[src/rtl/fetch_sequencer_pkg.sv]
// Shared definitions for the instruction-fetch slice: FSM state encoding,
// the default HALT opcode and the bit positions of the instruction fields.
// No ports; imported by fetch_sequencer.
package fetch_sequencer_pkg;

  typedef enum logic [2:0] {
    ST_IDLE    = 3'd0,
    ST_FETCH   = 3'd1,
    ST_DISCARD = 3'd2,
    ST_VALID   = 3'd3,
    ST_HALTED  = 3'd4
  } fetch_state_e;

  localparam logic [3:0] HALT_OP_DEFAULT = 4'hF;

  // Instruction field positions (32-bit instruction word).
  localparam int COND_MSB   = 31;
  localparam int COND_LSB   = 28;
  localparam int OPCODE_MSB = 27;
  localparam int OPCODE_LSB = 24;
  localparam int S_BIT      = 23;
  localparam int DEST_MSB   = 22;
  localparam int DEST_LSB   = 19;
  localparam int IMM_MSB    = 18;
  localparam int IMM_LSB    = 3;
  localparam int SRC2_MSB   = 18;
  localparam int SRC2_LSB   = 15;
  localparam int SRC1_MSB   = 14;
  localparam int SRC1_LSB   = 11;

  function automatic logic [3:0] get_opcode(input logic [31:0] instr);
    return instr[OPCODE_MSB:OPCODE_LSB];
  endfunction

endpackage

[src/rtl/fetch_watchdog.sv]
// Memory-ack watchdog: counts cycles a request waits without an ack and
// flags expiry on the cycle the TIMEOUT-th waiting cycle is reached.
// Ports:
//   clk      in  rising-edge clock
//   reset    in  asynchronous active-low reset
//   clear    in  restart the count (new transaction entered)
//   count_en in  request outstanding and not acked this cycle
//   expire   out this waiting cycle is the TIMEOUT-th one
module fetch_watchdog #(
  parameter int TIMEOUT = 16
) (
  input  logic clk,
  input  logic reset,
  input  logic clear,
  input  logic count_en,
  output logic expire
);

  localparam int CNT_W = $clog2(TIMEOUT + 1);

  logic [CNT_W-1:0] count;

  // Expiry is combinational so the sequencer can drop the request on the
  // very edge that completes the TIMEOUT-th waiting cycle.
  assign expire = count_en && (count == CNT_W'(TIMEOUT - 1));

  // Wait counter; clear wins over counting.
  always_ff @(posedge clk or negedge reset) begin
    if (!reset) begin
      count <= '0;
    end else if (clear) begin
      count <= '0;
    end else if (count_en && !expire) begin
      count <= count + 1'b1;
    end
  end

endmodule

[src/rtl/fetch_sequencer.sv]
// Instruction-fetch sequencer: owns the PC, requests words from instruction
// memory (req/ack) and hands them to the decoder (valid/ready). Handles
// branch redirect/squash, HALT opcode stop and memory ack timeout.
// Ports:
//   clk, reset (async, active-low)       clocking
//   start                                begin/resume in IDLE/HALTED
//   imem_req/imem_addr/imem_ack/imem_data instruction memory handshake
//   instr_valid/instr_ready/instr_out/pc_out decoder handshake
//   branch_taken/branch_target           redirect pulse
//   halted, fetch_err                    status (fetch_err sticky)
module fetch_sequencer
  import fetch_sequencer_pkg::*;
#(
  parameter int               ADDR_W   = 8,
  parameter int               DATA_W   = 32,
  parameter logic [ADDR_W-1:0] RESET_PC = '0,
  parameter logic [3:0]       HALT_OP  = HALT_OP_DEFAULT,
  parameter int               TIMEOUT  = 16
) (
  input  logic              clk,
  input  logic              reset,
  input  logic              start,
  output logic              imem_req,
  output logic [ADDR_W-1:0] imem_addr,
  input  logic              imem_ack,
  input  logic [DATA_W-1:0] imem_data,
  output logic              instr_valid,
  input  logic              instr_ready,
  output logic [DATA_W-1:0] instr_out,
  output logic [ADDR_W-1:0] pc_out,
  input  logic              branch_taken,
  input  logic [ADDR_W-1:0] branch_target,
  output logic              halted,
  output logic              fetch_err
);

  fetch_state_e      state_q, state_d;
  logic [ADDR_W-1:0] pc_q, pc_d;
  logic              req_d, valid_d, halted_d, err_d;
  logic [ADDR_W-1:0] addr_d, pcout_d;
  logic [DATA_W-1:0] instr_d;
  logic              wd_clear, wd_expire;

  fetch_watchdog #(.TIMEOUT(TIMEOUT)) u_watchdog (
    .clk      (clk),
    .reset    (reset),
    .clear    (wd_clear),
    .count_en (imem_req && !imem_ack),
    .expire   (wd_expire)
  );

  // Next-state and next-output logic. Branch is tested first in every
  // state because it outranks ready, ack, timeout and start. In FETCH,
  // imem_req=0 marks the one-cycle gap before (re)issuing at pc.
  always_comb begin
    state_d  = state_q;
    pc_d     = pc_q;
    req_d    = imem_req;
    addr_d   = imem_addr;
    valid_d  = instr_valid;
    instr_d  = instr_out;
    pcout_d  = pc_out;
    halted_d = halted;
    err_d    = fetch_err;
    wd_clear = 1'b0;

    case (state_q)
      ST_IDLE, ST_HALTED: begin
        if (branch_taken) begin
          pc_d = branch_target;
        end else if (start) begin
          state_d  = ST_FETCH;
          req_d    = 1'b1;
          addr_d   = pc_q;
          halted_d = 1'b0;
          wd_clear = 1'b1;
        end
      end

      ST_FETCH: begin
        if (!imem_req) begin
          if (branch_taken) begin
            pc_d = branch_target;
          end else begin
            req_d  = 1'b1;
            addr_d = pc_q;
          end
        end else if (branch_taken) begin
          pc_d     = branch_target;
          wd_clear = 1'b1;
          // Request cannot be withdrawn; wait for its ack in DISCARD.
          if (imem_ack) begin
            req_d = 1'b0;
          end else begin
            state_d = ST_DISCARD;
          end
        end else if (imem_ack) begin
          instr_d = imem_data;
          pcout_d = imem_addr;
          pc_d    = pc_q + 1'b1;
          req_d   = 1'b0;
          valid_d = 1'b1;
          state_d = ST_VALID;
        end else if (wd_expire) begin
          req_d    = 1'b0;
          err_d    = 1'b1;
          halted_d = 1'b1;
          state_d  = ST_HALTED;
        end
      end

      ST_DISCARD: begin
        if (branch_taken) begin
          pc_d = branch_target;
        end
        if (imem_ack) begin
          req_d    = 1'b0;
          state_d  = ST_FETCH;
          wd_clear = 1'b1;
        end else if (wd_expire) begin
          req_d    = 1'b0;
          err_d    = 1'b1;
          halted_d = 1'b1;
          state_d  = ST_HALTED;
        end
      end

      ST_VALID: begin
        if (branch_taken) begin
          valid_d  = 1'b0;
          pc_d     = branch_target;
          req_d    = 1'b1;
          addr_d   = branch_target;
          state_d  = ST_FETCH;
          wd_clear = 1'b1;
        end else if (instr_ready) begin
          valid_d = 1'b0;
          if (get_opcode(instr_out) == HALT_OP) begin
            state_d  = ST_HALTED;
            halted_d = 1'b1;
          end else begin
            state_d  = ST_FETCH;
            req_d    = 1'b1;
            addr_d   = pc_q;
            wd_clear = 1'b1;
          end
        end
      end

      default: begin
        state_d = ST_IDLE;
        req_d   = 1'b0;
      end
    endcase
  end

  // State, PC and registered outputs.
  always_ff @(posedge clk or negedge reset) begin
    if (!reset) begin
      state_q     <= ST_IDLE;
      pc_q        <= RESET_PC;
      imem_req    <= 1'b0;
      imem_addr   <= RESET_PC;
      instr_valid <= 1'b0;
      instr_out   <= '0;
      pc_out      <= '0;
      halted      <= 1'b0;
      fetch_err   <= 1'b0;
    end else begin
      state_q     <= state_d;
      pc_q        <= pc_d;
      imem_req    <= req_d;
      imem_addr   <= addr_d;
      instr_valid <= valid_d;
      instr_out   <= instr_d;
      pc_out      <= pcout_d;
      halted      <= halted_d;
      fetch_err   <= err_d;
    end
  end

endmodule
[config.mk]
export PLATFORM = sky130hd
export DESIGN_NAME = fetch_sequencer
export DESIGN_NICKNAME = d
export VERILOG_FILES = /design/src/rtl/fetch_sequencer_pkg.sv /design/src/rtl/fetch_watchdog.sv /design/src/rtl/fetch_sequencer.sv
export SDC_FILE = /design/constraint.sdc
export NUM_CORES = 1
export LEC_CHECK = 0
export CAP_MARGIN = 30
export CORE_MARGIN = 1.5
export CORE_UTILIZATION = 47
export DETAILED_ROUTE_END_ITERATION = 10
export HOLD_SLACK_MARGIN = 0.12
export PLACE_DENSITY = 0.81
export SLEW_MARGIN = 10
export SYNTH_ARGS = -nofsm -noshare
export SYNTH_HDL_FRONTEND = slang
export SYNTH_SLANG_ARGS = --single-unit
export TNS_END_PERCENT = 20
[constraint.sdc]
create_clock -name clk -period 2.25 [get_ports clk]
set_input_delay 0.675 -clock clk [delete_from_list [all_inputs] [get_ports clk]]
set_output_delay 0.675 -clock clk [all_outputs]
set_load 0.05 [all_outputs]
==> flow_metrics.env <==
export IMPL_stdcell_count=474
export IMPL_max_vdd_ir_drop_mv=0.9296
export IMPL_core_um2=6719
export IMPL_cts_root_buf="clkbuf_8"
export IMPL_p_leak_nw=2.054
export IMPL_drv_cap=0
export IMPL_numClockSinks=68
export IMPL_ant_nets=0
export IMPL_power_density_nw_per_um2=1655
export IMPL_cts_path_max_buffers=2
export IMPL_wl_per_cell_um=16.27
export IMPL_cp_slowest_cell="clkdlybuf4s50_1"
export IMPL_antennaDiodeCount=0
export IMPL_start_kind="flip-flop"
export IMPL_power_mw=7.706
export IMPL_synth_nets=317
export IMPL_fill_cells=494
export IMPL_post_cts_resized=0
export IMPL_io_buffers=97
export IMPL_cp_top_family="buffers and inverters"
export IMPL_drc_errors=0
export IMPL_ys_warn_count=0
export IMPL_pre_cts_ws_ps=-221.0
export IMPL_worstSkewPairLatency_ps=340
export IMPL_rows=30
export IMPL_cts_tree="built"
export IMPL_wirelength_mm=7.714
export IMPL_max_stage_delay_ps=820
export IMPL_setup_slack_ps=35.46
export IMPL_grtUsageTotal_pct=21.74
export IMPL_dpl_hpwl_mm=5.587
export IMPL_dr_pass1_iters=5
export IMPL_cp_num_buf_inv=1
export IMPL_syn_area_um2=3227
export IMPL_area_delta_synth_final_pct=44.32
export IMPL_fmaxAchievable_ghz=0.4516
export IMPL_clock_skew_ps=11.98
export IMPL_hold_buffers=0
export IMPL_dpl_cell_count=458
export IMPL_htree_num_levels=3
export IMPL_overflow=0
export IMPL_ios=98
export IMPL_globalplace_congestion=0.9330
export IMPL_hold_class="input pin to asynchronous set/reset pin"
export IMPL_clkTransAtPathRegs_ps=80
export IMPL_post_cts_buffers=0
export IMPL_layout_drive_gt1_share_pct=28.43
export IMPL_via_count=2614
export IMPL_ys_ff_latch=68
export IMPL_status="finished, final reports clean"
export IMPL_hold_viol=0
export IMPL_grt_pass1_vias=2658
export IMPL_fin_crit_ps=2215
export IMPL_crit_arrival_ps=1540
export IMPL_grt_max_degree=28
export IMPL_min_period_over_period_pct=98.42
export IMPL_worstPathMaxFanout=3
export IMPL_synth_cell_types=43
export IMPL_vias_per_cell=5.515
export IMPL_setup_violations=0
export IMPL_slew_headroom_pct=62.03
export IMPL_grt_setup_unrepaired="yes"
export IMPL_cts_buffers=9
export IMPL_tightest_slew_ps=569.5
export IMPL_ys_seq_area_share_pct=52.73
export IMPL_maxSlewViolCount=0
export IMPL_cp_required_ps=1570
export IMPL_finalSetupTns_ps=0
export IMPL_die_w_um=85.86
export IMPL_path_cells="clkdlybuf4s50_1"
export IMPL_dieArea_um2=7372
export IMPL_antenna_found_initial=0
export IMPL_grt_pass1_wl_mm=12.61
export IMPL_start_util_pct=48.03
export IMPL_finish_net_count=438
export IMPL_cp_end_kind="output port"
export IMPL_path_class="flip-flop to output port"
export IMPL_drt_iter0_markers=202
export IMPL_die_h_um=85.86
export IMPL_netlist_instances=268
export IMPL_syn_avg_cell_area_um2=12.04
[metal layers]
layer  GRT usage (%)  share of wire, %  vias to the layer above
li1                -                 -                     1222
met1           28.53                43                     1286
met2           34.43                49                       96
met3           6.352               7.0                       10
met4           7.918               1.1                        0
met5               0                 0                        -
[area by class of cell]
type	count	area (µm²)	share of cell area (%)
tap	80	100.1	2.149
clock inverter	5	58.81	1.263
multi-input combinational	181	1425	30.60
inverter	5	18.77	0.4030
timing repair buffer	124	1200	25.77
clock buffer	11	151.4	3.251
sequential	68	1703	36.57
[flip-flops by register name (all words and copies together), names as in the netlist]
| signal | count |
|---|---|
| state_q | 3 |
| u_watchdog.count | 5 |
| pc_q | 8 |
| instr_out | 32 |
| instr_valid | 1 |
| imem_addr | 8 |
| halted | 1 |
| pc_out | 8 |
| fetch_err | 1 |
| imem_req | 1 |
[power by group]
group	switching, mW	total [mW]	leakage [nW]	internal (mW)
logic	2.59	4.35	1.12	1.76
registers	0.503	2.30	0.831	1.80
clock network	0.481	1.06	0.102	0.574
[per-stage QoR]
stage,hold WS [ps],utilization (%),instance area [µm²]
after detailed placement,472.4,65.92,4429
after global placement,451.2,65.92,4429
after floorplan,379.4,-,3227
after CTS,339.3,69.05,4639
final,320.3,69.31,4657
after global routing,364.8,69.31,4657
[Yosys cell counts, drive strengths merged]
library cell | instances | area, µm²
nor4 | 2 | 18.77
clkbuf | 3 | 11.26
xnor2 | 1 | 8.760
nor2b | 3 | 18.77
a31oi | 4 | 25.02
a41oi | 1 | 8.760
o211ai | 4 | 30.03
or4b | 1 | 13.76
o21bai | 1 | 7.510
or3 | 1 | 6.260
nor3 | 2 | 10.01
a311oi | 4 | 35.03
nand4 | 5 | 31.28
o41a | 1 | 11.26
a21oi | 10 | 61.31
buf | 11 | 70.07
a221o | 3 | 30.03
nor3b | 2 | 15.01
or4 | 2 | 15.01
a2111oi | 2 | 18.77
a41o | 1 | 10.01
xor2 | 2 | 17.52
inv | 5 | 18.77
nand2 | 15 | 56.30
nand2b | 6 | 37.54
nand3 | 4 | 20.02
ha | 3 | 37.54
o21ai | 8 | 40.03
nor2 | 20 | 77.58
mux2 | 58 | 653.1
mux2i | 3 | 30.03
a22oi | 4 | 30.03
or2 | 1 | 6.260
and3 | 4 | 25.02
dfrtp | 68 | 1702
o22ai | 3 | 18.77
[path summary, 6_finish.rpt]
kind                                     startpoint           end  slack [ps]  cells after the start
max in group asynchronous                     reset  instr_out[9]        1380                      2
worst max-delay path                   imem_addr[5]  imem_addr[5]          40                      1
worst max register to register  u_watchdog.count[0]      imem_req          70                      6
worst min-delay path                          reset     fetch_err         320                      1
worst min register to register            fetch_err     fetch_err         490                      1
min in group clk                          fetch_err     fetch_err         490                      1
[placed cells by master, fill, tap and decap left out, types with 3 or more instances in the layout]
cell type / instances
clkdlybuf4s50_1: 87
dfrtp_1: 67
mux2_2: 58
buf_4: 28
nor2_1: 19
nand2_1: 15
clkbuf_8: 11
a21oi_1: 9
o21ai_0: 7
nand2b_1: 6
inv_1: 5
nand4_1: 5
dlymetal6s2s_1: 5
and3_1: 4
a31oi_1: 4
nand3_1: 4
a22oi_1: 4
a311oi_1: 4
o211ai_1: 4
nor2b_1: 3
o22ai_1: 3
mux2i_1: 3
a221o_1: 3
ha_1: 3
[cell families after synthesis]
logic type	synth area share [%]
xor+xnor	0.8144
simple gates	10.90
flops	52.73
fa+ha+maj	1.163
buf+inv	3.102
mux	21.17
compound gates	10.12
Note: power is estimated with default switching activity, not from simulation.
